[config.mk]
export PLATFORM = sky130hd
export DESIGN_NAME = op_queue
export DESIGN_NICKNAME = d
export VERILOG_FILES = /design/src/rtl/op_queue.sv
export SDC_FILE = /design/constraint.sdc
export NUM_CORES = 1
export LEC_CHECK = 0
export ABC_AREA = 0
export BUFFER_PORTS_ARGS = -buffer_cell sky130_fd_sc_hd__buf_4
export CORE_MARGIN = 2
export CORE_UTILIZATION = 63
export CTS_CLUSTER_SIZE = 12
export DETAILED_ROUTE_END_ITERATION = 6
export PLACE_DENSITY = 0.93
export SYNTH_ARGS = -nofsm -noshare
export SYNTH_HDL_FRONTEND = slang
export SYNTH_SLANG_ARGS = --single-unit
[constraint.sdc]
create_clock -name clk -period 5.6 [get_ports clk]
set_input_delay 0.84 -clock clk [delete_from_list [all_inputs] [get_ports clk]]
set_output_delay 0.84 -clock clk [all_outputs]
set_load 0.03 [all_outputs]
[src/rtl/op_queue.sv]
// Command queue between the SPI CSR block and the display update engine:
// captures each operation, clamps and validates its region, then buffers it in a FIFO.
module op_queue #(
  parameter int          DEPTH = 4,
  parameter logic [11:0] MAX_X = 12'd1599,
  parameter logic [11:0] MAX_Y = 12'd1199
) (
  input  logic        clk,
  input  logic        rst,
  input  logic [11:0] csr_opleft,
  input  logic [11:0] csr_opright,
  input  logic [11:0] csr_optop,
  input  logic [11:0] csr_opbottom,
  input  logic [7:0]  csr_opparam,
  input  logic [7:0]  csr_opcmd,
  input  logic        csr_ope,
  input  logic        ovf_clr,
  output logic        op_valid,
  input  logic        op_ready,
  output logic [11:0] op_left,
  output logic [11:0] op_right,
  output logic [11:0] op_top,
  output logic [11:0] op_bottom,
  output logic [7:0]  op_param,
  output logic [7:0]  op_cmd,
  output logic [4:0]  q_count,
  output logic        q_overflow,
  output logic        q_badregion
);

  localparam int          AW      = $clog2(DEPTH);
  localparam logic [4:0]  DEPTH_C = 5'(DEPTH);
  localparam logic [7:0]  CMD_FLUSH = 8'hFF;

  typedef struct packed {
    logic [11:0] left;
    logic [11:0] right;
    logic [11:0] top;
    logic [11:0] bottom;
    logic [7:0]  param;
    logic [7:0]  cmd;
  } op_t;

  op_t           cap;
  logic          cap_v;
  op_t           mem [DEPTH];
  logic [AW-1:0] wr_ptr;
  logic [AW-1:0] rd_ptr;
  logic [4:0]    count;

  logic is_flush, is_bad, push_req, push_ok, pop;

  // Capture stage; right/bottom are clamped on the way in.
  always_ff @(posedge clk) begin
    if (rst) begin
      cap_v <= 1'b0;
    end else begin
      cap_v <= csr_ope;
    end
    if (csr_ope) begin
      cap.left   <= csr_opleft;
      cap.right  <= (csr_opright  > MAX_X) ? MAX_X : csr_opright;
      cap.top    <= csr_optop;
      cap.bottom <= (csr_opbottom > MAX_Y) ? MAX_Y : csr_opbottom;
      cap.param  <= csr_opparam;
      cap.cmd    <= csr_opcmd;
    end
  end

  // NOTE: every always_comb output gets a default first so no path can infer a latch.
  always_comb begin
    is_flush = 1'b0;
    is_bad   = 1'b0;
    push_req = 1'b0;
    if (cap_v) begin
      if (cap.cmd == CMD_FLUSH) begin
        is_flush = 1'b1;
      end else if ((cap.left > cap.right) || (cap.top > cap.bottom)) begin
        is_bad = 1'b1;
      end else begin
        push_req = 1'b1;
      end
    end
  end

  assign pop     = op_valid && op_ready;
  // A full queue still accepts when the head leaves in the same cycle.
  assign push_ok = push_req && ((count < DEPTH_C) || pop);

  always_ff @(posedge clk) begin
    if (rst) begin
      wr_ptr <= '0;
      rd_ptr <= '0;
      count  <= '0;
    end else if (is_flush) begin
      rd_ptr <= wr_ptr;
      count  <= '0;
    end else begin
      if (push_ok) wr_ptr <= wr_ptr + 1'b1;
      if (pop)     rd_ptr <= rd_ptr + 1'b1;
      case ({push_ok, pop})
        2'b10:   count <= count + 5'd1;
        2'b01:   count <= count - 5'd1;
        default: count <= count;
      endcase
    end
  end

  // NOTE: the storage array has no reset; its contents are only observed behind op_valid.
  always_ff @(posedge clk) begin
    if (push_ok) mem[wr_ptr] <= cap;
  end

  // Sticky flags: a set event in the same cycle as ovf_clr wins.
  always_ff @(posedge clk) begin
    if (rst) begin
      q_overflow  <= 1'b0;
      q_badregion <= 1'b0;
    end else begin
      if (push_req && !push_ok) q_overflow <= 1'b1;
      else if (ovf_clr)         q_overflow <= 1'b0;
      if (is_bad)               q_badregion <= 1'b1;
      else if (ovf_clr)         q_badregion <= 1'b0;
    end
  end

  assign op_valid  = (count != 5'd0);
  assign q_count   = count;
  assign op_left   = mem[rd_ptr].left;
  assign op_right  = mem[rd_ptr].right;
  assign op_top    = mem[rd_ptr].top;
  assign op_bottom = mem[rd_ptr].bottom;
  assign op_param  = mem[rd_ptr].param;
  assign op_cmd    = mem[rd_ptr].cmd;

endmodule

* Word-level counts from Yosys, hierarchy flattened
Memories as Yosys holds them, arrays and structs flattened. A register that Yosys moved wholly into a read port is not among the register bits. Index checks and enable logic that the tools add are counted.
Cells by class: add/sub/neg operators 4, magnitude comparators 5, equal/unequal tests 3, mux-type cells 18, bitwise logic cells 1, reduce and logical (&&, ||, !) cells 13
Operators with widths (number):
- $gt A12 B11 Y1 const B | 2
- $gt A12 B12 Y1 | 2
- $mux W1 | 13
- $pmux W5 S2 | 1
- $eq A8 B8 Y1 const B | 1
- $mux W2 | 4
- $reduce_bool A2 Y1 | 4
- $add A5 B1 Y5 const B | 1
- $lt A5 B3 Y1 const B | 1
- $reduce_bool A5 Y1 | 1
- $sub A5 B1 Y5 const B | 1
- $add A2 B1 Y2 const B | 2
- $logic_and A1 B1 Y1 | 3
- $eq A2 B1 Y1 const B | 1
- $eq A2 B2 Y1 const B | 1
- $logic_or A1 B1 Y1 | 2
- $reduce_and A2 Y1 | 1
- $reduce_or A2 Y1 | 1
- $logic_not A1 Y1 | 1
- $not A1 Y1 | 1
Word-level totals: bits in registers 76, bits in writable memories 256, input bits 69, logic and storage cells 57, memories 1
Memory list:
- mem | words 4, width 64, read ports 1, clocked after Yosys merged registers in 1, write ports 1, line 46 | op_t mem [DEPTH];

* Logic depth before layout (Yosys ltp)
depth after elaboration 9, mapped depth 14, depth with buffers taken out 14

* Least setup slack after synthesis
No wires, ideal clock.
kind register to register, start point reg cap[35] (netlist bit), end point mem mem[0][0] (netlist bit) (enable), setup time 0.429 ns, arrival 3.312 ns, path slack 1.859 ns, stages on the path, launching flop included 9, clock period less this slack 3.741 ns, cells stage by stage edfxtp_1 > ha_1 > a21oi_1 > o21ai_1 > a221o_1 > o22ai_4 > and3_1 > buf_4 > and2_1
On the way: cells in the longest elaborated chain, start to end 8
Ends and longest elaborated chain:
- start, declared | line 44 | op_t cap;
- $gt A12 B12 Y1 | line 78 | end else if ((cap.left > cap.right) || (cap.top > cap.bottom)) begin
- $logic_or A1 B1 Y1 | line 78
- $mux W1 | line 78
- $mux W1 | line 76 | if (cap.cmd == CMD_FLUSH) begin
- $mux W1 | line 75 | if (cap_v) begin
- $logic_and A1 B1 Y1 | line 88 | assign push_ok = push_req && ((count < DEPTH_C) || pop);
- $mux W1 | line 111 | if (push_ok) mem[wr_ptr] <= cap;
- $mux W1 (not written as such) | line 111
- end, declared | line 46
No other way between the ends.

==> results.md <==
* Most area-hungry cell type in the Yosys netlist: edfxtp_1
* CP endpoint: op_cmd[6]
* Pwr dens at 453 nW/um^2
* Worst r2r dst: q_count[4]
* Int Power at 0.00486 W
* Required @ worst endpoint at between 4 and 5 ns
* Final instance area at about 15000 sq um
* Critical setup path kind: reg2out
* Top FF cell, synth: edfxtp_1
* Area Growth Syn to Fin at 18.3%
* Clock Skew at 0.0164 ns
* CTS Hold Bufs at 0
* Core Region at between 20000 and 25000 sq um
* Clk slew on worst S/H paths at 0.06 ns
* Clock root buffer: clkbuf_16
* Met1 Use GR at 0.329
* M2 GR Usage at 0.404
* Final Max Slew Viols at 0
* Max clock buf depth at 3
* Critical path startpoint category: register
* Number of diodes at 0
* Clk sinks at ~330
* TritonCTS Buffers at 34
* EDFF count, synth at 320
* Least-Margin Pin Slew at about 1.0 ns
* Io pins at 141
* Crit path buf inv count at 2
* DRT Wirelength at 25300 um
* Final period util at 0.646
* Rel. slew slack at 0.303
* Num rows at 52
* Final hold slack at 0.471 ns
* Worst path slowest cell: dfxtp_4
* Routed wire per std cell at 24.1 um
* Synthesized area per cell at 21.2 sq um
* CP Depth at 3
* Worst-path fanout max at 46
* Reg area at 9900 sq um
* NumNets Final at 865
* Clock latency on the worst-skew pair at 0.51 ns
* Syn Inst Count at 603
* Die height at around 150 um
* Outcome: completed
* Final Hold Viols at 0
* Setup bufs post-CTS at 0
* Htree depth at 2
* Reg2reg start: cap[49]
* Chip Width at around 150 um
* FF-to-FF path depth at 14
* Synth top area share at 0.753
* Initial drt markers at approximately 560
* CP delay by family, top: flip-flops
* DP Wirelength at about 14000 um
* DR pass1 iterations at 5
* GR Overflow Total at 0
* Sequential share of the synthesized area at 0.775
* Maxcap violations at 0
* Net Sw Frac at 0.290
* Worst reg2reg setup slack at 2.07 ns
* Gr busiest metal: met2
* Commonest non-fill, non-tap cell in the layout: edfxtp_1
* DR vias/cell at 6.11
* Post-synthesis register bit count at 334
* Register share of total power at 0.455
* Initial antenna violation count at 0
* Unrepaired setup endpoints after global routing: no
* Setup violators final at 0
* Die area at 21400 sq um
* F_max at about 280 MHz
* Worst Hold Class: reg2reg
* Area of the multi-input gates at approximately 2700 sq um
* Synthesized cell area at 12800 sq um
* Combinational Power Share at 0.241
* Yosys warnings at 0
* Clock share of power at 0.304
* CTS tree: yes
* Max VDD drop at 371 uV
* Fillers at 1087
* Most used cell, CP: buf_4
* Fraction of layout cells with a size suffix above 1 at 0.337
* Setup total negative slack at 0 ns
* Largest net degree at the start of global routing at 66
* First-pass GRT wire length at 38600 um
* Async SR Flop Fraction at 0
* Starting Density at 0.637
* Commonest non-fill, non-tap cells in the layout: edfxtp_1, buf_4, mux4_2, clkbuf_16, ha_1
* Cell variety after synth at 46
* Vias in the first global route at 6807
* Total vias in the final route at roughly 6400
* Synth area leaders: edfxtp_1, mux4_2, ha_1
* Final Wtd Congestion at 0.803
* Post-cts resize count at 0
* Switch Pwr at 0.00199 W
* Leakage at about 5.2 nW
* Worst setup EP type: output port
* DRC violations left at 0
* DRT antenna net count at 0
* Critical Path Max Stage Delay at between 0.9 and 1 ns
* CP arrival at 2.78 ns
* Port Buffer Count at 140
* GRT Total Usage at 0.241
* Placed Area at around 14000 sq um
* Fin crit period at 3.62 ns
* Global Route met3 Usage at 0.0409
* Crit-path cells: buf_4 > mux4_2 > buf_4
-- cell usage after synthesis (5+ instances only) --
| cell | count |
|---|---|
| mux4_2 | 64 |
| nand4_1 | 10 |
| buf_2 | 6 |
| edfxtp_1 | 320 |
| inv_1 | 28 |
| a21oi_1 | 16 |
| clkbuf_1 | 9 |
| xnor2_1 | 5 |
| dfxtp_1 | 14 |
| ha_1 | 31 |
| o211ai_1 | 5 |
| and2_1 | 12 |
| nand2b_1 | 14 |
| nand2_1 | 8 |
| nor2_1 | 10 |
-- cell type report --
cell class                 count  area share
clock buffer                  50      0.0659
clock inverter                 2    0.000497
inverter                      28     0.00696
multi-input combinational    225       0.179
sequential                   334       0.655
tap                          270      0.0224
timing repair buffer         141      0.0701
-- power by group through the flow --
stage / clock network, W / registers [W] / logic [W]
finish: 0.00208 / 0.00312 / 0.00165
global route: 0.00218 / 0.00316 / 0.00174
CTS: 0.00210 / 0.00313 / 0.00166
detailed placement: 0 / 0.00318 / 0.00165
global placement: 0 / 0.00316 / 0.00161
floorplan: 0 / 0.00303 / 0.00121
-- flip-flops by register name, indices dropped and copies added, names as in the netlist, named ones only --
signal / cells
wr_ptr: 2
rd_ptr: 2
q_overflow: 1
q_badregion: 1
cap: 64
cap_v: 1
q_count: 5
mem: 256
-- worst min path at each step --
stage,cells past startpoint,to,startpoint
floorplan,0,mem[0][10],cap[10]
global placement,2,q_overflow,q_overflow
CTS,2,q_overflow,q_overflow
detailed placement,2,q_badregion,q_badregion
global route,1,cap[36],csr_optop[8]
finish,2,q_overflow,q_overflow
-- routing by layer --
metal  part of all wire  vias up  wire length, um
met3              0.074       64             1890
met2               0.51      335            12800
met1               0.39     3265             9820
met5                  0        -                0
li1                   -     2751                -
met4              0.033        0              826
-- kinds of logic after synthesis --
kind of cell | Yosys count | share of synthesized area
AO/OA/AOI/OAI | 45 | 0.0266
adder cells (fa/ha/maj) | 32 | 0.0319
multiplexers | 65 | 0.114
buffers and inverters | 45 | 0.0147
flip-flops | 334 | 0.775
other | 1 | 0.000294
XOR/XNOR | 5 | 0.00343
AND/OR/NAND/NOR | 76 | 0.0348
-- worst reg2reg max path, delay by kind of cell (launching register included) --
| family | cells | cell delay (ns) |
|---|---|---|
| adder cells (fa/ha/maj) | 2 | 0.82 |
| buffers and inverters | 1 | 0.08 |
| flip-flops | 1 | 0.41 |
| AND/OR/NAND/NOR | 3 | 0.42 |
| AO/OA/AOI/OAI | 8 | 1.75 |
-- through the flow --
| step | setup slack [ns] | power [W] | utilization | instances |
|---|---|---|---|---|
| floorplan | 1.86 | 0.00424 | - | 604 |
| CTS | 1.87 | 0.00690 | 0.754 | 1050 |
| finish | 1.98 | 0.00685 | 0.754 | 1050 |
| global route | 1.75 | 0.00708 | 0.754 | 1050 |
| detailed placement | 2.09 | 0.00483 | 0.704 | 998 |
| global placement | 2.35 | 0.00477 | 0.704 | 998 |
(Power assumes the default switching activity.)
